--- config.mk ---
export PLATFORM = sky130hd
export DESIGN_NAME = por_reset_sequencer
export DESIGN_NICKNAME = d
export VERILOG_FILES = /design/src/rtl/por_reset_sequencer.sv
export SDC_FILE = /design/constraint.sdc
export NUM_CORES = 1
export LEC_CHECK = 0
export CAP_MARGIN = 20
export CORE_MARGIN = 1.5
export CORE_UTILIZATION = 59
export CTS_CLUSTER_DIAMETER = 120
export DETAILED_ROUTE_END_ITERATION = 6
export PLACE_DENSITY = 0.92
export SETUP_SLACK_MARGIN = 0.02
export SLEW_MARGIN = 0
export SYNTH_ARGS = -nofsm -noshare
export SYNTH_HDL_FRONTEND = slang
export SYNTH_SLANG_ARGS = --single-unit
export TNS_END_PERCENT = 100
--- constraint.sdc ---
create_clock -name clk -period 2.6 [get_ports clk]
set_clock_uncertainty 0.15 [all_clocks]
set_input_delay 0.26 -clock clk [delete_from_list [all_inputs] [get_ports clk]]
set_output_delay 0.26 -clock clk [all_outputs]
set_load 0.02 [all_outputs]
--- src/rtl/por_reset_sequencer.sv ---
// Power-on reset sequencer: synchronizes and debounces the padframe power-good,
// then releases NUM_DOMAINS active-low domain resets one at a time in a fixed order.
module por_reset_sequencer #(
    parameter int NUM_DOMAINS     = 3,
    parameter int SYNC_STAGES     = 2,
    parameter int DEBOUNCE_CYCLES = 16,
    parameter int STAGGER_CYCLES  = 8,
    parameter int SWRST_HOLD      = 4
) (
    input  logic                   clk,
    input  logic                   resetn,
    input  logic                   por_good,
    input  logic                   sw_rst_req,
    output logic [NUM_DOMAINS-1:0] rst_n,
    output logic                   seq_done,
    output logic [1:0]             state
);

    localparam int CNT_MAX_A = (DEBOUNCE_CYCLES > STAGGER_CYCLES) ? DEBOUNCE_CYCLES : STAGGER_CYCLES;
    localparam int CNT_MAX   = (CNT_MAX_A > SWRST_HOLD) ? CNT_MAX_A : SWRST_HOLD;
    localparam int CW        = $clog2(CNT_MAX + 1);
    localparam int IW        = $clog2(NUM_DOMAINS + 1);

    localparam logic [CW-1:0] DEB_LAST  = CW'(DEBOUNCE_CYCLES - 1);
    localparam logic [CW-1:0] STG_LAST  = CW'(STAGGER_CYCLES - 1);
    localparam logic [CW-1:0] HOLD_LAST = CW'(SWRST_HOLD - 1);
    localparam logic [IW-1:0] IDX_LAST  = IW'(NUM_DOMAINS - 1);

    typedef enum logic [1:0] {
        ST_HOLD    = 2'd0,
        ST_RELEASE = 2'd1,
        ST_RUN     = 2'd2,
        ST_SWRST   = 2'd3
    } state_e;

    logic [SYNC_STAGES-1:0] sync_q;
    logic                   pg_s;

    state_e                 state_q, state_d;
    logic [CW-1:0]          cnt_q, cnt_d;
    logic [IW-1:0]          idx_q, idx_d;
    logic [NUM_DOMAINS-1:0] rst_n_q, rst_n_d;
    logic                   seq_done_q, seq_done_d;

    // Power-good synchronizer; only the last stage is used downstream.
    always_ff @(posedge clk or negedge resetn) begin
        if (!resetn) begin
            sync_q <= {SYNC_STAGES{1'b0}};
        end else begin
            sync_q <= {sync_q[SYNC_STAGES-2:0], por_good};
        end
    end

    assign pg_s = sync_q[SYNC_STAGES-1];

    // Sequencer state, counters and registered outputs.
    always_ff @(posedge clk or negedge resetn) begin
        if (!resetn) begin
            state_q    <= ST_HOLD;
            cnt_q      <= {CW{1'b0}};
            idx_q      <= {IW{1'b0}};
            rst_n_q    <= {NUM_DOMAINS{1'b0}};
            seq_done_q <= 1'b0;
        end else begin
            state_q    <= state_d;
            cnt_q      <= cnt_d;
            idx_q      <= idx_d;
            rst_n_q    <= rst_n_d;
            seq_done_q <= seq_done_d;
        end
    end

    // Next-state and next-output logic; loss of power-good beats every other event.
    always_comb begin
        state_d    = state_q;
        cnt_d      = cnt_q;
        idx_d      = idx_q;
        rst_n_d    = rst_n_q;
        seq_done_d = seq_done_q;

        case (state_q)
            ST_HOLD: begin
                rst_n_d    = {NUM_DOMAINS{1'b0}};
                seq_done_d = 1'b0;
                idx_d      = {IW{1'b0}};
                if (!pg_s) begin
                    cnt_d = {CW{1'b0}};
                end else if (cnt_q == DEB_LAST) begin
                    state_d = ST_RELEASE;
                    cnt_d   = {CW{1'b0}};
                end else begin
                    cnt_d = cnt_q + CW'(1);
                end
            end

            ST_RELEASE: begin
                if (!pg_s) begin
                    state_d    = ST_HOLD;
                    rst_n_d    = {NUM_DOMAINS{1'b0}};
                    seq_done_d = 1'b0;
                    cnt_d      = {CW{1'b0}};
                    idx_d      = {IW{1'b0}};
                end else if (cnt_q == STG_LAST) begin
                    // Earlier bits keep their released value from rst_n_q.
                    for (int i = 0; i < NUM_DOMAINS; i++) begin
                        if (idx_q == IW'(i)) begin
                            rst_n_d[i] = 1'b1;
                        end else begin
                            rst_n_d[i] = rst_n_q[i];
                        end
                    end
                    idx_d = idx_q + IW'(1);
                    cnt_d = {CW{1'b0}};
                    if (idx_q == IDX_LAST) begin
                        state_d    = ST_RUN;
                        seq_done_d = 1'b1;
                    end else begin
                        seq_done_d = 1'b0;
                    end
                end else begin
                    cnt_d = cnt_q + CW'(1);
                end
            end

            ST_RUN: begin
                rst_n_d    = {NUM_DOMAINS{1'b1}};
                seq_done_d = 1'b1;
                if (!pg_s) begin
                    state_d    = ST_HOLD;
                    rst_n_d    = {NUM_DOMAINS{1'b0}};
                    seq_done_d = 1'b0;
                    cnt_d      = {CW{1'b0}};
                    idx_d      = {IW{1'b0}};
                end else if (sw_rst_req) begin
                    state_d    = ST_SWRST;
                    rst_n_d    = {NUM_DOMAINS{1'b0}};
                    seq_done_d = 1'b0;
                    cnt_d      = {CW{1'b0}};
                end else begin
                    cnt_d = cnt_q;
                end
            end

            ST_SWRST: begin
                rst_n_d    = {NUM_DOMAINS{1'b0}};
                seq_done_d = 1'b0;
                if (!pg_s) begin
                    state_d = ST_HOLD;
                    cnt_d   = {CW{1'b0}};
                    idx_d   = {IW{1'b0}};
                end else if (cnt_q == HOLD_LAST) begin
                    state_d = ST_RELEASE;
                    cnt_d   = {CW{1'b0}};
                    idx_d   = {IW{1'b0}};
                end else begin
                    cnt_d = cnt_q + CW'(1);
                end
            end

            default: begin
                state_d    = ST_HOLD;
                rst_n_d    = {NUM_DOMAINS{1'b0}};
                seq_done_d = 1'b0;
                cnt_d      = {CW{1'b0}};
                idx_d      = {IW{1'b0}};
            end
        endcase
    end

    assign rst_n    = rst_n_q;
    assign seq_done = seq_done_q;
    assign state    = state_q;

endmodule

Word-level counts from Yosys, hierarchy flattened
Index checks and enable logic that the tools add are counted.
{"block": "word_totals", "register_bits": 15, "inputBits": 4, "out_inout_bits": 6, "elab_cells": 74}
{"block": "op_classes", "addsub": 2, "eq_ne": 17, "muxes": 39, "reduce_logical": 8}
{"cell": "two-way mux 5 bit", "n": 8}
{"cell": "two-way mux 2 bit", "n": 14}
{"cell": "case mux 5 bit (4 select lines)", "n": 1}
{"cell": "inequality test 3 bit (second input constant)", "n": 6}
{"cell": "case mux 2 bit (4 select lines)", "n": 2}
{"cell": "two-way mux 3 bit", "n": 4}
{"cell": "case mux 3 bit (3 select lines)", "n": 1}
{"cell": "two-way mux 1 bit", "n": 8}
{"cell": "== test 2 bit (second input constant)", "n": 3}
{"cell": "inequality test 2 bit (second input constant)", "n": 3}
{"cell": "AND reduction 2 bit", "n": 3}
{"cell": "AND reduction 6 bit", "n": 1}
{"cell": "adder 5 x 1 -> 5 bit (second input constant)", "n": 1}
{"cell": "== test 5 x 2 -> 1 bit (second input constant)", "n": 1}
{"cell": "== test 5 x 3 -> 1 bit (second input constant)", "n": 1}
{"cell": "== test 5 x 4 -> 1 bit (second input constant)", "n": 1}
{"cell": "== test 2 x 1 -> 1 bit (second input constant)", "n": 2}
{"cell": "zero test 2 bit", "n": 2}
{"cell": "case mux 1 bit (3 select lines)", "n": 1}
{"cell": "AND reduction 3 bit", "n": 1}
{"cell": "adder 2 x 1 -> 2 bit (second input constant)", "n": 1}
{"cell": "OR reduction 2 bit", "n": 1}

Logic depth before layout (Yosys ltp)
{"block": "logic_depth", "word_depth": 5, "depth_mapped": 8, "depth_no_buf": 8}

Worst setup path before layout
Ideal clock, no wire load.
{"block": "synth_timing", "kind": "register -> register", "startpoint": "register state_q[1] (netlist: state[1])", "endpoint": "register state_q[0] (netlist: state[0])", "setup_time_ps": 79, "arrival_time_ps": 1631, "slack_ps": 739, "stages_incl_launch_ff": 7, "cell_sequence": "dfrtp_1 > inv_1 > ha_1 > nand2_1 > a21oi_2 > a2111oi_4 > mux2i_1"}
{"block": "synth_between", "elab_chain_len": 3, "elab_cells_between_ends": 12, "cone_classes": "eq/ne (9); mux (1); reduce/logical (2)"}
{"element": "start, declared", "line_no": "39", "rtl": "state_e state_q, state_d;"}
{"element": "start signal, assigned", "line_no": "65", "rtl": "state_q <= state_d;"}
{"element": "== test 2 bit (tied with other cells)", "line_no": "81", "rtl": "case (state_q)"}
{"element": "inequality test 3 bit (no source line) / inequality test 2 bit (equally long branches)"}
{"element": "AND reduction 6 bit (no source line)"}
Parallel ways exist; a longest one is shown, timed or not.
A chain may end at the register's enable or synchronous reset.

Final worst setup path
{"block": "layout_timing", "startpoint": "register state_q[1] (netlist: state[1])", "endpoint": "register idx_q[1]"}
{"block": "layout_between", "elab_chain_len": 3, "elab_cells_between_ends": 9, "cone_classes": "eq/ne (6); mux (1); reduce/logical (2)"}
{"element": "== test 2 bit / == test 2 x 1 -> 1 bit (equally long branches)", "line_no": "81"}
{"element": "inequality test 3 bit (no source line) / inequality test 2 bit (equally long branches)"}
{"element": "AND reduction 3 bit (no source line)"}
{"element": "end signal, assigned", "line_no": "61", "rtl": "idx_q <= {IW{1'b0}};"}
{"element": "end signal, assigned", "line_no": "67", "rtl": "idx_q <= idx_d;"}
{"element": "end, declared", "line_no": "41", "rtl": "logic [IW-1:0] idx_q, idx_d;"}
Parallel ways exist; a longest one is shown, timed or not.

==> results.py <==
metrics = {
    "outcome": {
        "status": "finished, final reports clean",
    },
    "global_routing": {
        "grt_use_met3": 0.0750,
        "use_met2": 0.382,
        "grt_pass1_vias": 766,
        "grt_use_met1": 0.300,
        "grtUsageTotal": 0.244,
        "grt_pass1_wl_um": 3350,
        "globalRouteOverflowTotal": 0,
        "grt-busiest-layer": "met2",
        "grt_antenna_before_repair": 0,
        "grt_max_degree": 16,
    },
    "logic_synthesis": {
        "netlist.area_leader.share": 0.390,
        "ys_warn_count": 0,
        "synth_ff_type": "dfrtp_1",
        "async_reset_ff_frac": 1.00,
        "synth-edff-count": 0,
        "synth-seq-cells": 15,
        "synth_area_leader_cell": "dfrtp_1",
        "syn_area_um2": 962,
        "synth_top_family_by_area": "simple AND/OR/NAND/NOR gates",
        "synth_fp_nets": 113,
        "yosys.area_share.adder": 0.143,
        "yosys-top-cells-area": "dfrtp_1 (39%), ha_1 (14%), mux2i_1 (5.2%)",
        "seq_area_frac_synth": 0.390,
        "synth_compound_area_frac": 0.172,
        "synth-simple-area-share": 0.196,
        "synthCells": 98,
        "avgSynthCellArea_um2": 9.82,
        "yosysUniqueCellTypes": 29,
        "synth-xor-area-share": 0,
        "synthMuxAreaShare": 0.0520,
    },
    "sta": {
        "layout_setup_ws_ps": 523,
        "fin_setup_tns_ps": 0,
        "max_freq_mhz": 481,
        "drv_slew": 0,
        "rsz0062_at_grt": "no",
        "slew_headroom": 0.555,
        "setup_violations": 0,
        "hold_viol": 0,
        "finalCritPeriodShare": 0.799,
        "fin_crit_ps": 2080,
        "worst_slew_pin_slew_ps": 666,
    },
    "power": {
        "power_density_mw_per_mm2": 881,
        "ir_drop_uv": 578,
        "leakagePower_nw": 0.484,
        "finalPower_mw": 0.958,
        "p_int_mw": 0.560,
        "seq_power_share": 0.359,
        "switching_share": 0.415,
        "pwr-share-comb": 0.493,
        "p_sw_mw": 0.398,
        "clock_power_share": 0.148,
    },
    "clock_network": {
        "clk_path_buf_depth": 2,
        "clock_sinks": 15,
        "cts-root-buf": "clkbuf_4",
        "cts-htree-levels": 1,
        "postCtsHoldBufs": 0,
        "cts_resized": 0,
        "cts_buffers": 3,
        "clk_pin_slew_ps": 90,
        "postCtsSetupBuffers": 0,
        "clkLatencyLatePin_ps": 290,
        "cts_tree": "built",
    },
    "floorplanning": {
        "die_h_um": 43.4,
        "fp.coreArea_mm2": 0.00152,
        "placementRows": 14,
        "start_util": 0.631,
        "die-area_mm2": 0.00188,
        "io_pins": 10,
        "die_w_um": 43.4,
    },
    "setup_path": {
        "path_class": "reg -> reg",
        "crit_path_start_kind": "register",
        "crit_end": "idx_q[1]",
        "required_ps": 2630,
        "rr_worst_depth": 6,
        "setup.worst_path.start": "state[1]",
        "worstReg2RegStart": "state[1]",
        "crit_fanout": 6,
        "end_kind": "register",
        "path_cells": "inv_1, ha_1, nand2_1, o22ai_1, mux2i_1, o21ai_0",
        "rrSetupSlack_ps": 520,
        "critical_path.slowest_cell": "dfrtp_1",
        "crit_arrival_ps": 2110,
        "rr_endpoint": "idx_q[1]",
        "critPathMaxStageDelay_ps": 440,
    },
    "route": {
        "drc_errors": 0,
        "ant_nets": 0,
        "vias": 784,
        "drt-vias-per-instance": 6.27,
        "firstDrtPassIters": 4,
        "wl_per_cell_um": 15.9,
        "drt_iter0_markers": 20,
        "drt-total-wl_um": 1980,
    },
    "worst_hold_path": {
        "hp-class": "in -> async",
    },
    "run": {
        "drv_cap": 0,
    },
    "final_layout": {
        "finalNetCount": 125,
        "antenna_cells": 0,
        "drive_gt1_frac": 0.0826,
        "n_fill_cell": 104,
        "synthToLayoutAreaGrowth_pct": 13.0,
    },
    "place": {
        "gp_congestion": 0.788,
        "dp_slack_ps": 566,
        "numPortBuffers": 9,
        "hpwl_um": 1450,
    },
}
==> cells in the final DEF, fill, tap and decap left out <==
cell type and instances:
inv_1 9, o31ai_1 1, a21oi_1 4, nor2_1 8, nand2b_1 2, clkbuf_4 3, or2_2 1, mux2i_1 5
o22ai_1 1, clkbuf_1 1, or4_1 1, o21ai_0 5, nor3b_1 1, a21oi_2 1, nor3_1 2, clkdlybuf4s50_1 9
nand3b_1 1, nand3_1 4, and4bb_4 1, a211oi_1 5, dfrtp_1 15, a32oi_1 1, nor2_2 1, ha_1 11
o211ai_1 1, nor4b_4 1, nand2_1 11, a21boi_0 1, a2111oi_4 1, a41oi_1 1
==> flip-flops by register name (all words and copies together), names as in the netlist <==
signal and flops:
cnt_q 5, idx_q 2, rst_n 3, seq_done 1, state 2, sync_q 2
==> cells by family (layout without fill, tap and decap cells) <==
logic type	count (synthesis)	in the layout
and+or+nand+nor	34	34
adders and majority gates	11	11
buffers and inverters	11	22
AOI/OAI and AO/OA	22	22
muxes	5	5
DFF	15	15
==> worst max-delay path, delay by kind of cell (launching register included) <==
family	cells	cell delay (ps)
muxes	1	230
buffers and inverters	1	170
AOI/OAI and AO/OA	2	530
and+or+nand+nor	1	190
DFF	1	440
adders and majority gates	1	250
==> metal layers <==
metal / vias to the layer above / part of all wire
met5: - / 0
met4: 0 / 0.031
met3: 10 / 0.049
met2: 26 / 0.49
met1: 382 / 0.43
li1: 366 / -
==> power groups by stage <==
stage          Clock, mW  Sequential, mW  Combinational (mW)
2_1_floorplan          0           0.376               0.290
3_3_place_gp           0           0.343               0.447
3_5_place_dp           0           0.348               0.464
4_1_cts            0.140           0.343               0.468
5_1_grt            0.150           0.352               0.519
6_report           0.142           0.344               0.472
==> final cells by class <==
type	count	area, um2	area share
Clock buffer	4	26.3	0.0242
Inverter	9	33.8	0.0311
Multi-Input combinational cell	72	542	0.498
Sequential cell	15	375	0.345
Tap cell	16	20.0	0.0184
Timing Repair Buffer	9	90.1	0.0829
==> cell usage after synthesis (2+ instances only) <==
library cell,instances
a21oi_1,4
inv_1,9
nand2_1,11
ha_1,11
a211oi_1,5
mux2i_1,5
dfrtp_1,15
nand3_1,4
o21ai_0,5
nor3_1,2
nand2b_1,2
nor2_1,8
==> worst min-delay path by stage <==
stage	end	slack, ps	cells after the start
floorplan	cnt_q[0]	-190	0
global placement	sync_q[1]	190	0
detailed placement	sync_q[1]	190	0
CTS	sync_q[1]	220	0
global route	sync_q[1]	220	0
finish	cnt_q[3]	210	1
==> metrics by stage <==
step	instance area [um2]	hold WS (ps)	utilization	std cells
finish	1090	211	0.713	125
CTS	1090	216	0.713	125
floorplan	962	-186	-	98
detailed placement	1060	186	0.696	121
global placement	1060	192	0.696	121
global route	1090	221	0.713	125
Note: power is estimated with default switching activity, not from simulation.
==> patch 1 (config.mk and constraints unchanged) <==
Make the reset (`resetn`) synchronous in 2 clocked blocks.
--- a/src/rtl/por_reset_sequencer.sv
+++ b/src/rtl/por_reset_sequencer.sv
@@ -45,3 +45,3 @@
     // Power-good synchronizer; only the last stage is used downstream.
-    always_ff @(posedge clk or negedge resetn) begin
+    always_ff @(posedge clk) begin
         if (!resetn) begin
@@ -56,3 +56,3 @@
     // Sequencer state, counters and registered outputs.
-    always_ff @(posedge clk or negedge resetn) begin
+    always_ff @(posedge clk) begin
         if (!resetn) begin
Function: no difference found for any inputs over 10 cycles, from zero or initial values and one cycle with resetn low; that may be too few to reach the edited logic, so the function may still have changed.
==> patch 1 against the original RTL <==
- hold slack gained 0.094 ns
- synthesized area grew 3.9%
- routed wire length grew 14%
- count of clock-buffer cells in the layout is the same
- worst setup slack lost 0.024 ns
- synthesized cell count grew 17%
- highest routed layer unchanged
- cell area grew 2.0%
- first-iteration DRC count grew to 3.3 times the old value
- sequential cell count is the same
- sequential share of layout area shrank 7.4 points
Power is not compared: it rests on default switching activity, and its combinational part moved more than twofold at a synthesized area within 25%.
==> patch 1: results (changes against the original RTL) <==
stage	metric	value	unit	change
outcome	status	completed		
sta	maxSlewHeadroom	62.7	%	+7.3 points
worst_setup_path	worstPathArrival	2.13	ns	+0.02 ns
worst_setup_path	path_max_fanout	9		+3
synth	synth_cell_types	40		+38%
drt	wirelength	2.26	mm	+14%
drt	first_pass_iters	5		+1
place	dp_hpwl	1.58	mm	+9.1%
finish	nNetsFinal	139		+11%
power_and_ir_drop	switching_share	23.6	%	
finish	layout-drive-gt1-share	8.13	%	-0.13 points
worst_setup_path	cp_slowest_cell	nor4bb_4		
worst_setup_path	slowest_delay	0.60	ns	+0.16 ns
synth	seq_area_frac_synth	30.0	%	-9.0 points
synth	synth_common_cells	15 x dfxtp_1, 11 x ha_1, 10 x a21oi_1, 10 x inv_1, 10 x nand2_1		
global_route	grt_pass1_wl	3.77	mm	+13%
synth	synth-async-reset-ratio	0	%	-100 points
drt	drtIter0Drc	65		+230%
synth	synth_area_leaders	dfxtp_1 30%, ha_1 14%, a21oi_1 5.0%		
synth	ys.flop_type	dfxtp_1		
synth	synthCells	115		+17%
drt	vias	920		+17%
synth	syn_nets	130		+15%
finish	fin_cells	139		+11%
hold_path	hold_class	flop to flop		
global_route	grt_usage	26.1	%	+1.6 points
sta	fin_crit_sh	80.8	%	+0.92 points
global_route	grt_max_degree	13		-3
patch 1: critical path: cells and delay by family (launching register included):
family | cells | cell delay [ns]
flip-flops | 1 | 0.38
adder cells (fa/ha/maj) | 1 | 0.26
AO/OA/AOI/OAI | 2 | 0.51
AND/OR/NAND/NOR | 2 | 0.70
patch 1: layer usage:
layer,global-route usage (%),share of wire (%)
met5,0,0
met4,12.7,2.8
met3,4.90,10
met2,42.9,46
met1,32.5,41
patch 1: area by class of cell:
| cell class | count | area (sq um) |
|---|---|---|
| tap | 16 | 20.0 |
| timing repair buffer | 9 | 90.1 |
| sequential | 15 | 300 |
| fill | 123 | 433 |
| inverter | 10 | 37.5 |
| multi-input combinational | 85 | 634 |
| clock buffer | 4 | 26.3 |
patch 1: stage by stage:
step	hold WS (ns)	cell area (sq um)
floorplan	0.237	1000
detailed placement	0.281	1080
finish	0.304	1110
global route	0.319	1110
CTS	0.313	1110
global placement	0.272	1080
patch 1: power by group through the flow:
| stage | clock network, mW | registers (mW) | logic (mW) |
|---|---|---|---|
| after floorplan | 0 | 0.238 | 0.00907 |
| after global placement | 0 | 0.240 | 0.0133 |
| after detailed placement | 0 | 0.240 | 0.0137 |
| after CTS | 0.138 | 0.234 | 0.0136 |
| after global routing | 0.149 | 0.235 | 0.0149 |
| final | 0.141 | 0.234 | 0.0140 |
patch 1: worst paths after layout:
path | from | to | slack, ns | cells past startpoint
worst min-delay path | sync_q[0]$_SDFF_PN0_ | sync_q[1]$_SDFF_PN0_ | 0.30 | 1
worst max register to register | cnt_q[0]$_SDFFE_PN0N_ | state[0]$_SDFFE_PN0P_ | 0.50 | 5
worst max-delay path | cnt_q[0]$_SDFFE_PN0N_ | state[0]$_SDFFE_PN0P_ | 0.50 | 5
worst min register to register | sync_q[0]$_SDFF_PN0_ | sync_q[1]$_SDFF_PN0_ | 0.30 | 1
patch 1: kinds of logic after synthesis:
family	synth area share, %
AOI/OAI and AO/OA	25.8
adders and majority gates	13.8
buffers and inverters	6.51
DFF	30.0
and+or+nand+nor	23.9
==> patch 2 (config.mk and constraints unchanged) <==
Made on the original files. Change the parameter `SWRST_HOLD` from 4 to 16.
--- a/src/rtl/por_reset_sequencer.sv
+++ b/src/rtl/por_reset_sequencer.sv
@@ -7,3 +7,3 @@
     parameter int STAGGER_CYCLES  = 8,
-    parameter int SWRST_HOLD      = 4
+    parameter int SWRST_HOLD      = 16
 ) (
Behaviour: same outputs for any inputs over 10 cycles, from zero or initial values and one cycle with resetn low; that may be too few to reach the edited logic, so the function may still have changed.
==> patch 2 against the original RTL <==
- cell area shrank 3.0%
- hold slack gained 0.0077 ns
- core utilization down 0.51 points
- routed wire length shrank 8.0%
- synthesized area is 3.0% lower
- worst setup slack improved by 0.095 ns
- sequential share of layout area grew 1.1 points
- critical path depth rose by 2
- sequential cell count is the same
- fmax up 4.8%
- critical path type unchanged
Power is not compared: it rests on default switching activity, and its combinational part moved more than twofold at a synthesized area within 25%.
==> patch 2: results (changes against the original RTL) <==
stage	metric	value	unit	change
power_and_ir_drop	p_seq	0.245	mW	
power_and_ir_drop	pg_clk	0.130	mW	
finish	regMostFlops	cnt_q		
clocking	htree_levels	1		unchanged
global_route	first_global_vias	754		-1.6%
sta	whs	0.218	ns	+0.00774 ns
synth	yosysWarnings	0		unchanged
synth	synth_area_leaders	dfrtp_1 40%, ha_1 15%, nor2_1 5.2%		
clocking	insertion_delay	0.29	ns	about the same
synth	seq_area_frac_synth	40.2	%	+1.2 points
finish	diodes	0		unchanged
finish	layout-drive-gt1-share	6.36	%	-1.9 points
hold_path	hold_class	input port to asynchronous set/reset pin		
global_route	grt-ovfl-total	0		unchanged
clocking	cts_resized	0		unchanged
synth	syn_nets	114		+0.88%
drt	first_pass_iters	4		unchanged
worst_setup_path	cp_slowest_cell	dfrtp_1		
place	placed_area	1030	sq um	-3.2%
worst_setup_path	r2r_end	cnt_q[2]$_DFFE_PN0N_		
finish	largest_reg_flops	5		unchanged
synth	synth_cell_types	31		+6.9%
power_and_ir_drop	p_leak	0.478	nW	
synth	synth-async-reset-ratio	100	%	unchanged
synth	synth_common_cells	15 x dfrtp_1, 13 x nor2_1, 11 x ha_1, 11 x inv_1, 7 x o21ai_0		
worst_setup_path	worstPathArrival	2.04	ns	-0.07 ns
drt	wirelength	1.83	mm	-8.0%
finish	fill_cells	98		-5.8%
synth	ys.flop_type	dfrtp_1		
finish	nNetsFinal	126		+0.80%
clocking	clk_pin_slew	0.09	ns	about the same
drt	drtIter0Drc	14		-30%
outcome	status	completed		
place	place_congestion	0.797		+1.1%
worst_setup_path	startpoint_type	flop		
global_route	grt_usage	23.0	%	-1.4 points
worst_setup_path	cp_top_family	compound AO/OA/AOI/OAI gates		
power_and_ir_drop	p_comb	0.0243	mW	
clocking	ctsHoldBuffers	0		unchanged
worst_setup_path	r2r_slack	0.62	ns	+0.10 ns
sta	fmax	505	MHz	+4.8%
clocking	cts_buffer_depth	2		unchanged
worst_setup_path	slowest_delay	0.41	ns	-0.03 ns
clocking	cts-buffers-inserted	3		unchanged
drt	via_per_inst	5.96		-5.0%
sta	maxSlewHeadroom	56.2	%	+0.76 points
place	dp_hpwl	1.37	mm	-5.1%
power_and_ir_drop	vdd_drop_max	0.000318	V	
worst_setup_path	r2r_cells	8		+2
global_route	antenna_found_initial	0		unchanged
global_route	grt_max_degree	16		unchanged
worst_setup_path	reg2reg_from	cnt_q[0]$_DFFE_PN0N_		
global_route	grt_pass1_wl	3.12	mm	-6.8%
power_and_ir_drop	net-switching-power	0.0923	mW	
worst_setup_path	path_max_fanout	4		-2
place	portBuffers	9		unchanged
clocking	post_cts_buffers	0		unchanged
clocking	cts_root_buffer	clkbuf_4		
## patch 2: cell count changes in the layout (fill, tap and decap cells not counted), moves of 2 or more
cell,unedited run,this run
nor2b_1,0,2
o21ai_0,5,7
nand2_1,11,5
nand3b_1,1,3
o21a_1,0,2
a21oi_1,4,1
a31oi_1,0,2
mux2i_1,5,1
inv_1,9,11
a211oi_1,5,3
nor2_1,8,13
## patch 2: final cells by class
cell class / count / area, sq um / share of cell area, %
flip-flops and latches: 15 / 375 / 35.6
well taps: 16 / 20.0 / 1.90
clock inverters: 1 / 5.00 / 0.474
multi-input cells: 71 / 500 / 47.4
inverters: 11 / 41.3 / 3.91
repair buffers: 9 / 90.1 / 8.54
clock buffers: 3 / 22.5 / 2.14
## patch 2: logic make-up after synthesis
group           Yosys count  synth area share [%]
buf+inv                  13                  6.17
flops                    15                  40.2
simple gates             33                  17.6
fa+ha+maj                11                  14.7
compound gates           25                  19.0
mux                       2                  2.28
## patch 2: worst max-delay path by stage
stage | to | slack (ns)
finish | cnt_q[2]$_DFFE_PN0N_ | 0.62
global route | cnt_q[0]$_DFFE_PN0N_ | 0.49
CTS | cnt_q[2]$_DFFE_PN0N_ | 0.64
detailed placement | cnt_q[3]$_DFFE_PN0N_ | 0.69
global placement | cnt_q[3]$_DFFE_PN0N_ | 0.75
floorplan | state[0]$_DFFE_PN0P_ | 0.79
## patch 2: per-stage QoR
step                setup WS, ns  cells
floorplan                  0.788     99
global placement           0.747    122
detailed placement         0.691    122
CTS                        0.636    126
global route               0.492    126
finish                     0.618    126
## patch 2: per-layer routing
metal | global-route usage [%] | part of all wire [%] | up-vias
li1 | - | - | 369
met1 | 27.3 | 45 | 359
met2 | 39.4 | 49 | 19
met3 | 4.68 | 4.3 | 4
met4 | 10.6 | 1.3 | 0
met5 | 0 | 0 | -
